### config.mk
export PLATFORM = sky130hd
export DESIGN_NAME = rv_decode_stage
export DESIGN_NICKNAME = d
export VERILOG_FILES = /design/src/rtl/rv_decode_pkg.sv /design/src/rtl/rv_decode_comb.sv /design/src/rtl/rv_decode_stage.sv
export SDC_FILE = /design/constraint.sdc
export NUM_CORES = 1
export LEC_CHECK = 0
export ABC_AREA = 1
export CORE_MARGIN = 1.5
export CORE_UTILIZATION = 40
export CTS_CLUSTER_SIZE = 20
export DETAILED_ROUTE_END_ITERATION = 7
export SLEW_MARGIN = 20
export SYNTH_ARGS = -nofsm -noshare
export SYNTH_HDL_FRONTEND = slang
export SYNTH_SLANG_ARGS = --single-unit
export TNS_END_PERCENT = 20
### constraint.sdc
create_clock -name clk -period 8.7 [get_ports clk]
set_clock_uncertainty 0.2 [all_clocks]
set_input_delay 1.74 -clock clk [delete_from_list [all_inputs] [get_ports clk]]
set_output_delay 1.74 -clock clk [all_outputs]
set_load 0.02 [all_outputs]
### src/rtl/rv_decode_pkg.sv
// Shared types for the RV32I decode stage: control bundle layout, enums,
// opcode constants and immediate extraction helpers.
package rv_decode_pkg;

   localparam int XLEN = 32;

   typedef enum logic [1:0] {RW_DISABLE, RW_ALU, RW_MEM, RW_PC} rw_src_e;
   typedef enum logic [1:0] {BRA_DISABLE, BRA_JMP, BRA_CMP, BRA_ALU} bra_mode_e;

   // Comparator selects, taken straight from funct3[2:1] of branches.
   localparam logic [1:0] CMP_EQ  = 2'b00;
   localparam logic [1:0] CMP_LT  = 2'b10;
   localparam logic [1:0] CMP_LTU = 2'b11;

   localparam logic [2:0] ALU_ADD = 3'b000;

   localparam logic [6:0] OPC_LUI    = 7'b0110111;
   localparam logic [6:0] OPC_AUIPC  = 7'b0010111;
   localparam logic [6:0] OPC_JAL    = 7'b1101111;
   localparam logic [6:0] OPC_JALR   = 7'b1100111;
   localparam logic [6:0] OPC_LOAD   = 7'b0000011;
   localparam logic [6:0] OPC_STORE  = 7'b0100011;
   localparam logic [6:0] OPC_BRANCH = 7'b1100011;
   localparam logic [6:0] OPC_OP_IMM = 7'b0010011;
   localparam logic [6:0] OPC_OP     = 7'b0110011;
   localparam logic [6:0] OPC_FENCE  = 7'b0001111;
   localparam logic [6:0] OPC_SYSTEM = 7'b1110011;

   localparam logic [31:0] INSTR_ECALL  = 32'h0000_0073;
   localparam logic [31:0] INSTR_EBREAK = 32'h0010_0073;

   typedef struct packed {
      logic [4:0]       rs1;
      logic [4:0]       rs2;
      logic [4:0]       rd;
      logic             rs1_used;
      logic             rs2_used;
      rw_src_e          rw_src;
      logic             alu_imm_b;
      logic             alu_pc_a;
      logic [2:0]       alu_op;
      logic             alu_alt;
      logic [XLEN-1:0]  imm;
      logic [1:0]       cmp_src;
      logic             cmp_inv;
      bra_mode_e        bra_mode;
      logic             mem_en;
      logic             mem_we;
      logic [2:0]       mem_func;
      logic             brk;
      logic             ecall;
      logic             illegal;
   } decode_t;

   localparam int DEC_W = $bits(decode_t);

   function automatic logic [XLEN-1:0] imm_i(input logic [31:0] i);
      return {{(XLEN-12){i[31]}}, i[31:20]};
   endfunction

   function automatic logic [XLEN-1:0] imm_s(input logic [31:0] i);
      return {{(XLEN-12){i[31]}}, i[31:25], i[11:7]};
   endfunction

   function automatic logic [XLEN-1:0] imm_b(input logic [31:0] i);
      return {{(XLEN-13){i[31]}}, i[31], i[7], i[30:25], i[11:8], 1'b0};
   endfunction

   function automatic logic [XLEN-1:0] imm_u(input logic [31:0] i);
      return {i[31:12], 12'b0};
   endfunction

   function automatic logic [XLEN-1:0] imm_j(input logic [31:0] i);
      return {{(XLEN-21){i[31]}}, i[31], i[19:12], i[20], i[30:21], 1'b0};
   endfunction

endpackage

### src/rtl/rv_decode_comb.sv
// Purely combinational RV32I decoder: raw instruction word to packed control
// bundle. Fields a format does not use are driven to zero.
module rv_decode_comb import rv_decode_pkg::*; #(
   parameter bit EN_SYSTEM = 1'b1,
   parameter bit EN_FENCE  = 1'b1
) (
   input  logic [31:0]      instr,
   output logic [DEC_W-1:0] dec
);

   logic [6:0] opcode;
   logic [2:0] funct3;
   logic [6:0] funct7;
   logic [4:0] rd;
   logic [4:0] rs1;
   logic [4:0] rs2;
   logic       legal;
   decode_t    d;

   assign opcode = instr[6:0];
   assign funct3 = instr[14:12];
   assign funct7 = instr[31:25];
   assign rd     = instr[11:7];
   assign rs1    = instr[19:15];
   assign rs2    = instr[24:20];

   always_comb begin
      d     = '0;
      legal = 1'b1;
      case (opcode)
         OPC_LUI: begin
            d.rd        = rd;
            d.rw_src    = RW_ALU;
            d.alu_imm_b = 1'b1;
            d.imm       = imm_u(instr);
         end
         OPC_AUIPC: begin
            d.rd        = rd;
            d.rw_src    = RW_ALU;
            d.alu_pc_a  = 1'b1;
            d.alu_imm_b = 1'b1;
            d.imm       = imm_u(instr);
         end
         OPC_JAL: begin
            d.rd       = rd;
            d.rw_src   = RW_PC;
            d.bra_mode = BRA_JMP;
            d.imm      = imm_j(instr);
         end
         OPC_JALR: begin
            legal       = (funct3 == 3'b000);
            d.rd        = rd;
            d.rs1       = rs1;
            d.rs1_used  = 1'b1;
            d.alu_op    = ALU_ADD;
            d.alu_imm_b = 1'b1;
            d.imm       = imm_i(instr);
            d.rw_src    = RW_PC;
            d.bra_mode  = BRA_ALU;
         end
         OPC_LOAD: begin
            legal       = (funct3 inside {3'b000, 3'b001, 3'b010, 3'b100, 3'b101});
            d.rd        = rd;
            d.rs1       = rs1;
            d.rs1_used  = 1'b1;
            d.alu_op    = ALU_ADD;
            d.alu_imm_b = 1'b1;
            d.imm       = imm_i(instr);
            d.rw_src    = RW_MEM;
            d.mem_en    = 1'b1;
            d.mem_func  = funct3;
         end
         OPC_STORE: begin
            legal       = (funct3 inside {3'b000, 3'b001, 3'b010});
            d.rs1       = rs1;
            d.rs2       = rs2;
            d.rs1_used  = 1'b1;
            d.rs2_used  = 1'b1;
            d.alu_op    = ALU_ADD;
            d.alu_imm_b = 1'b1;
            d.imm       = imm_s(instr);
            d.mem_en    = 1'b1;
            d.mem_we    = 1'b1;
            d.mem_func  = funct3;
         end
         OPC_BRANCH: begin
            legal      = (funct3[2:1] inside {CMP_EQ, CMP_LT, CMP_LTU});
            d.rs1      = rs1;
            d.rs2      = rs2;
            d.rs1_used = 1'b1;
            d.rs2_used = 1'b1;
            d.alu_alt  = 1'b1;
            d.cmp_src  = funct3[2:1];
            d.cmp_inv  = funct3[0];
            d.imm      = imm_b(instr);
            d.bra_mode = BRA_CMP;
         end
         OPC_OP_IMM: begin
            // Shift-immediates carry a funct7 field that must be well formed.
            if (funct3 == 3'b001)
               legal = (funct7 == 7'b0000000);
            else if (funct3 == 3'b101)
               legal = (funct7 == 7'b0000000) || (funct7 == 7'b0100000);
            d.rd        = rd;
            d.rs1       = rs1;
            d.rs1_used  = 1'b1;
            d.alu_imm_b = 1'b1;
            d.alu_op    = funct3;
            d.alu_alt   = (funct3 == 3'b101) && instr[30];
            d.imm       = imm_i(instr);
            d.rw_src    = RW_ALU;
         end
         OPC_OP: begin
            legal      = (funct7 == 7'b0000000) ||
                         ((funct7 == 7'b0100000) && ((funct3 == 3'b000) || (funct3 == 3'b101)));
            d.rd       = rd;
            d.rs1      = rs1;
            d.rs2      = rs2;
            d.rs1_used = 1'b1;
            d.rs2_used = 1'b1;
            d.alu_op   = funct3;
            d.alu_alt  = instr[30];
            d.rw_src   = RW_ALU;
         end
         OPC_FENCE: begin
            legal = EN_FENCE && (funct3 inside {3'b000, 3'b001});
         end
         OPC_SYSTEM: begin
            if (EN_SYSTEM && (instr == INSTR_EBREAK))
               d.brk = 1'b1;
            else if (EN_SYSTEM && (instr == INSTR_ECALL))
               d.ecall = 1'b1;
            else
               legal = 1'b0;
         end
         default: legal = 1'b0;
      endcase

      if (!legal) begin
         d         = '0;
         d.illegal = 1'b1;
      end else if (d.rd == 5'd0) begin
         d.rw_src = RW_DISABLE;
      end
   end

   assign dec = d;

endmodule

### src/rtl/rv_decode_stage.sv
// Registered decode stage: combinational decode in front of an output register
// plus an optional skid entry, with valid/ready on both sides and flush.
module rv_decode_stage
   import rv_decode_pkg::DEC_W;
#(
   parameter int XLEN      = 32,
   parameter bit SKID      = 1'b1,
   parameter bit EN_SYSTEM = 1'b1,
   parameter bit EN_FENCE  = 1'b1
) (
   input  logic             clk,
   input  logic             rst,
   input  logic             flush,
   input  logic             in_valid,
   output logic             in_ready,
   input  logic [31:0]      in_instr,
   input  logic [XLEN-1:0]  in_pc,
   output logic             out_valid,
   input  logic             out_ready,
   output logic [DEC_W-1:0] out_dec,
   output logic [XLEN-1:0]  out_pc
);

   logic [DEC_W-1:0] dec_bits;
   logic             out_valid_q;
   logic [DEC_W-1:0] out_dec_q;
   logic [XLEN-1:0]  out_pc_q;
   logic             skid_valid;
   logic [DEC_W-1:0] skid_dec;
   logic [XLEN-1:0]  skid_pc;
   logic             in_fire;
   logic             out_free;

   rv_decode_comb #(
      .EN_SYSTEM (EN_SYSTEM),
      .EN_FENCE  (EN_FENCE)
   ) u_comb (
      .instr (in_instr),
      .dec   (dec_bits)
   );

   // A transfer happens on a side in any cycle where its valid and ready are
   // both high; a held bundle stays unchanged until out_ready accepts it.
   assign out_free = !out_valid_q || out_ready;
   assign in_ready = rst ? 1'b0 : (SKID ? !skid_valid : out_free);
   assign in_fire  = in_valid && in_ready;

   always_ff @(posedge clk or posedge rst) begin
      if (rst) begin
         out_valid_q <= 1'b0;
         out_dec_q   <= '0;
         out_pc_q    <= '0;
         skid_valid  <= 1'b0;
         skid_dec    <= '0;
         skid_pc     <= '0;
      end else if (flush) begin
         out_valid_q <= 1'b0;
         skid_valid  <= 1'b0;
      end else if (out_free) begin
         // The skid entry is older than anything on the input, so it goes first.
         if (skid_valid) begin
            out_dec_q   <= skid_dec;
            out_pc_q    <= skid_pc;
            out_valid_q <= 1'b1;
            skid_valid  <= 1'b0;
         end else if (in_fire) begin
            out_dec_q   <= dec_bits;
            out_pc_q    <= in_pc;
            out_valid_q <= 1'b1;
         end else begin
            out_valid_q <= 1'b0;
         end
      end else if (in_fire) begin
         skid_dec   <= dec_bits;
         skid_pc    <= in_pc;
         skid_valid <= 1'b1;
      end
   end

   assign out_valid = out_valid_q;
   assign out_dec   = out_dec_q;
   assign out_pc    = out_pc_q;

endmodule

# After elaboration in Yosys (flattened, before gate mapping)

Index checks and enable logic that the tools add are counted.

Output and inout port bits: 104
Logic and storage cells: 101
Bits of input ports: 69
Register bits: 206

Eq/ne operators: 20
Bitwise operators: 2
Multiplexer cells: 40
Reduce and logical (&&, ||, !) cells: 33

Operators with widths:

| cell                                            | count |
|---|---|
| one-hot mux 32 bit (5 select lines)             | 1 |
| 2-to-1 mux 70 bit                               | 2 |
| 2-to-1 mux 32 bit                               | 2 |
| 2-to-1 mux 51 bit                               | 1 |
| == test 32 x 21 -> 1 bit, second input constant | 1 |
| == test 32 x 7 -> 1 bit, second input constant  | 1 |
| == test 7 x 6 -> 1 bit, second input constant   | 4 |
| == test 7 bit, second input constant            | 4 |
| 2-to-1 mux 1 bit                                | 20 |
| 2-to-1 mux 17 bit                               | 1 |
| 2-to-1 mux 5 bit                                | 3 |
| == test 7 x 5 -> 1 bit, second input constant   | 2 |
| one-hot mux 2 bit (3 select lines)              | 2 |
| OR reduction 6 bit                              | 2 |
| 2-to-1 mux 3 bit                                | 3 |
| one-hot mux 1 bit (9 select lines)              | 1 |
| nonzero test 3 bit                              | 3 |
| OR reduction 3 bit                              | 3 |
| OR reduction 2 bit                              | 4 |
| == test 7 x 2 -> 1 bit, second input constant   | 1 |
| == test 7 x 4 -> 1 bit, second input constant   | 1 |
| logical NOT 7 bit                               | 1 |
| OR reduction 7 bit                              | 1 |
| == test 3 bit, second input constant            | 2 |
| 16 further kinds                                | 29 |

# Logic depth before layout (Yosys ltp)

Depth after elaboration: 8
Mapped depth: 15

# Hierarchy

From an unflattened synthesis, not the netlist that was laid out.

Cells, all modules: 1541
Area total of the unflattened synthesis: 11053.1 um^2

Modules (own cells, without submodules):

| module          | times used | area each (um^2) | sequential area each (um^2) | cells an instance |
|---|---|---|---|---|
| rv_decode_stage | 1          | 9372.7           | 5154.9                      | 1229 |
| rv_decode_comb  | 1          | 1680.4           | 0.0                         | 312 |

# Worst setup path after synthesis

Ideal clock, no wire load.

Kind: input-to-reg
From: input rst
To: register out_pc_q[2], in the netlist out_pc[2]
Path buffers: 2
Slack: 0.915 ns
Arrival time: 7.452 ns
Stages on the path: 9
Library setup time: 0.132 ns
Cells stage by stage: inv_1 a21oi_1 or2_1 nor2_1 inv_2 clkbuf_1 clkbuf_1 nand2_1 o21ai_0

Word-level cells in the longest chain between the ends: 4

Ends and longest elaborated chain:

| element                              | RTL line              | text |
|---|---|---|
| start, declared                      | rv_decode_stage.sv:12 | `input logic rst,` |
| 2-to-1 mux 1 bit                     | rv_decode_stage.sv:45 | `assign in_ready = rst ? 1'b0 : (SKID ? !skid_valid : out_free);` |
| logical AND 1 bit                    | rv_decode_stage.sv:46 | `assign in_fire = in_valid && in_ready;` |
| nonzero test 2 bit (no source line)  | n/a                   |  |
| AND reduction 3 bit (no source line) | n/a                   |  |
| end signal, assigned                 | rv_decode_stage.sv:63 | `out_pc_q <= skid_pc;` |
| end signal, assigned                 | rv_decode_stage.sv:68 | `out_pc_q <= in_pc;` |
| end, declared                        | rv_decode_stage.sv:27 | `logic [XLEN-1:0] out_pc_q;` |

No other way between the ends.
A chain may end at the register's enable or synchronous reset.

# Worst setup path in the final report

From: input rst
To: output in_ready

Word-level cells in the longest chain between the ends: 1

Ends and longest elaborated chain:

| element          | RTL line              | text |
|---|---|---|
| 2-to-1 mux 1 bit | rv_decode_stage.sv:45 |  |
| end, declared    | rv_decode_stage.sv:15 | `output logic in_ready,` |

No other way between the ends.

==> impl_metrics.py <==
metrics = {
    "outcome": {
        "status": "complete, no violations",
    },
    "logic_synthesis": {
        "postSynth.topFlopCell": "sky130_fd_sc_hd__dfrtp_1",
        "synth_compound_gate_area_share_pct": 11.2,
        "synth_commonest_cells": "537 x sky130_fd_sc_hd__nand2_1, 206 x sky130_fd_sc_hd__dfrtp_1, 197 x sky130_fd_sc_hd__nor2_1",
        "yosys_register_bits": 206,
        "post_synth_and_or_nand_nor_area_fraction_pct": 29.6,
        "synth_edf_count": 0,
        "synth.cell_area_um2": 9850,
        "yosys.area.top_type_share_pct": 52.4,
        "ys_async_sr_fraction_pct": 100,
        "synth_top_cells_by_area": "sky130_fd_sc_hd__dfrtp_1 52%, sky130_fd_sc_hd__nand2_1 20%, sky130_fd_sc_hd__nor2_1 7.5%",
        "yosys_warnings": 0,
        "post_synth.cell_area_avg_um2": 7.31,
        "post_synth_inst_count": 1346,
        "synth_top_family_by_area": "simple AND/OR/NAND/NOR gates",
        "muxShareOfSynthArea_pct": 0,
        "synth.most_common_cell": "sky130_fd_sc_hd__nand2_1",
        "syn_nets": 1415,
        "synthAdderAreaFrac_pct": 0,
        "synth_seq_area_share_pct": 52.4,
        "synthXorXnorAreaFrac_pct": 0,
        "number_of_distinct_library_cells_after_synthesis": 26,
        "netlist.top_cell.by_area": "sky130_fd_sc_hd__dfrtp_1",
    },
    "detailed_routing": {
        "antenna_violating_nets_post_route": 0,
        "postRouteWirelength_um": 26100,
        "drt_iter0_markers": 631,
        "number_of_detailed_route_iterations_in_the_first_pass": 5,
        "drc": 0,
        "drt-wirelength-per-cell_um": 14.4,
        "route.detailed.vias_per_inst": 4.77,
        "vias": 8666,
    },
    "setup_path": {
        "ff2ff_setup_slack_ns": 5.63,
        "critical_path.endpoint_type": "output port",
        "crit_path_max_fanout": 2,
        "worst-endpoint-required_ns": 6.76,
        "worst_ep_arrival_time_ns": 3.16,
        "critPathLaunchType": "input port",
        "rr_startpoint": "skid_valid",
        "ff2ff_path_depth": 8,
        "regToRegEndpoint": "out_dec[12]",
        "setup.worst_path.start": "rst",
        "endpoint": "in_ready",
        "criticalPathCategory": "in2out",
    },
    "sta": {
        "achievable_freq_mhz": 196,
        "post-route-period-util_pct": 58.6,
        "hold_ws_ns": 0.274,
        "setup_violating_endpoint_count_in_the_final_report": 0,
        "totalNegativeSetupSlack_ns": 0,
        "hold_violations": 0,
        "max_slew_margin_pct": 40.4,
        "final.min_clock_period_ns": 5.10,
        "rsz_0062_raised_after_global_routing": "false",
        "slew_at_the_pin_closest_to_its_max_slew_limit_ns": 0.894,
        "number_of_max_slew_violations_in_the_final_report": 0,
    },
    "power_and_ir_drop": {
        "sw_share_pct": 25.7,
        "fin_total_pwr_uw": 2400,
        "pwr-share-comb_pct": 13.2,
        "power_density_nw_per_um2": 192,
        "peakVddDrop_mv": 0.127,
        "power_leakage_uw": 0.00674,
        "internal-power_uw": 1780,
        "power.switching_uw": 615,
        "power.sequential.fraction_pct": 44.8,
        "clock_power_share_pct": 42.0,
    },
    "grt": {
        "grt-ovfl-total": 0,
        "wire_length_of_the_first_global_routing_pass_um": 42200,
        "grt_max_degree": 127,
        "antenna_violations_before_repair": 0,
        "grt_pass1_vias": 7915,
        "groute.usage.overall_pct": 20.3,
    },
    "placed_design": {
        "port_buffers": 172,
        "detailed_place_hpwl_um": 17300,
        "placement.cell_area_um2": 11700,
        "global_placer_s_final_weighted_congestion": 0.897,
    },
    "die": {
        "fp.coreArea_um2": 24200,
        "row_count": 57,
        "die_h_um": 160,
        "initial_core_util_pct": 40.6,
        "dieArea_um2": 25600,
        "num_io_pins": 173,
        "die_width_um": 160,
    },
    "layout": {
        "finish.instance_area_um2": 12500,
        "layout_cells_sized_above_1_pct": 3.55,
        "layout-area-overhead-vs-synth_pct": 27.1,
        "number_of_fillers_in_the_final_layout": 2372,
        "final_net_count": 1545,
        "antenna_cells_inserted": 0,
    },
    "clock_network": {
        "holdBufCountCts": 0,
        "ctsHtreeMaxLevel": 1,
        "clk_root_buffer_cell": "sky130_fd_sc_hd__clkbuf_16",
        "clock_path_buffers": 3,
        "post_cts.resized_instances": 0,
        "clkSlewWorstSetupHoldPaths_ns": 0.06,
        "post_cts_buffers": 0,
        "numClockSinks": 206,
        "tritoncts_clock_tree": "done",
        "numCtsBuffers": 24,
        "clkLatencyLatePin_ns": 0.51,
    },
    "run": {
        "cap_violations": 0,
    },
    "worst_hold_path": {
        "holdCritPathClass": "reg2reg",
    },
}
layer usage:
layer	part of all wire, %	global-route usage, %
met1	47	29.5
met2	45	31.3
met3	5.8	3.56
met4	2.7	5.61
met5	0	0
layout make-up:
type / count / area (um^2) / share of cell area (%)
inverter: 91 / 359 / 2.87
multi-input combinational: 974 / 4030 / 32.2
clock inverter: 5 / 50.0 / 0.400
clock buffer: 37 / 741 / 5.92
timing repair buffer: 179 / 1770 / 14.2
sequential: 206 / 5150 / 41.2
tap: 324 / 405 / 3.24
power by group through the flow:
stage / clock network (uW) / registers [uW] / logic, uW
floorplan: 0 / 1130 / 118
detailed placement: 0 / 1090 / 321
CTS: 1030 / 1070 / 321
global placement: 0 / 1090 / 317
finish: 1010 / 1070 / 317
global route: 1070 / 1080 / 350
cell families (layout without fill, tap and decap cells):
family / Yosys count / count (layout)
AOI/OAI and AO/OA: 213 / 213
buffers and inverters: 166 / 312
DFF: 206 / 206
and+or+nand+nor: 761 / 761
worst min path at each step:
stage,to,cells past startpoint,startpoint
after floorplan,skid_pc[0],2,skid_pc[0]
after global placement,skid_pc[23],2,skid_pc[23]
after detailed placement,out_dec[35],2,out_dec[35]
after CTS,out_dec[35],2,out_dec[35]
after global routing,skid_pc[20],2,skid_pc[20]
final,out_dec[32],2,out_dec[32]
worst max-delay path, stage by stage:
cell and delay (ns):
sky130_fd_sc_hd__clkdlybuf4s50_1 0.51, sky130_fd_sc_hd__nor2_1 0.25, sky130_fd_sc_hd__clkdlybuf4s50_1 0.66
placed cells by master (no fill, tap or decap), drive strengths merged:
cell,n
bufinv,1
o21ai,190
o22ai,5
a31oi,1
clkinv,5
clkdlybuf4s50,172
or2,1
nor3,3
nand2,537
o211ai,8
a2bb2oi,2
inv,90
nor2,199
and2,1
buf,7
dfrtp,206
a21oi,7
clkbuf,37
nand3,16
nand4,4
through the flow:
stage | std cells | util, % | setup WS, ns
2_1_floorplan | 1346 | - | 0.915
3_3_place_gp | 1774 | 48.3 | 3.61
3_5_place_dp | 1774 | 48.3 | 3.58
4_1_cts | 1816 | 51.6 | 3.60
5_1_grt | 1816 | 51.6 | 3.54
6_report | 1816 | 51.6 | 3.60
registers in the layout, indices dropped and copies added (netlist names):
signal / flops
out_dec: 70
skid_dec: 70
out_pc: 32
skid_pc: 32
out_valid: 1
skid_valid: 1
Power figures use the tool's default switching activity.
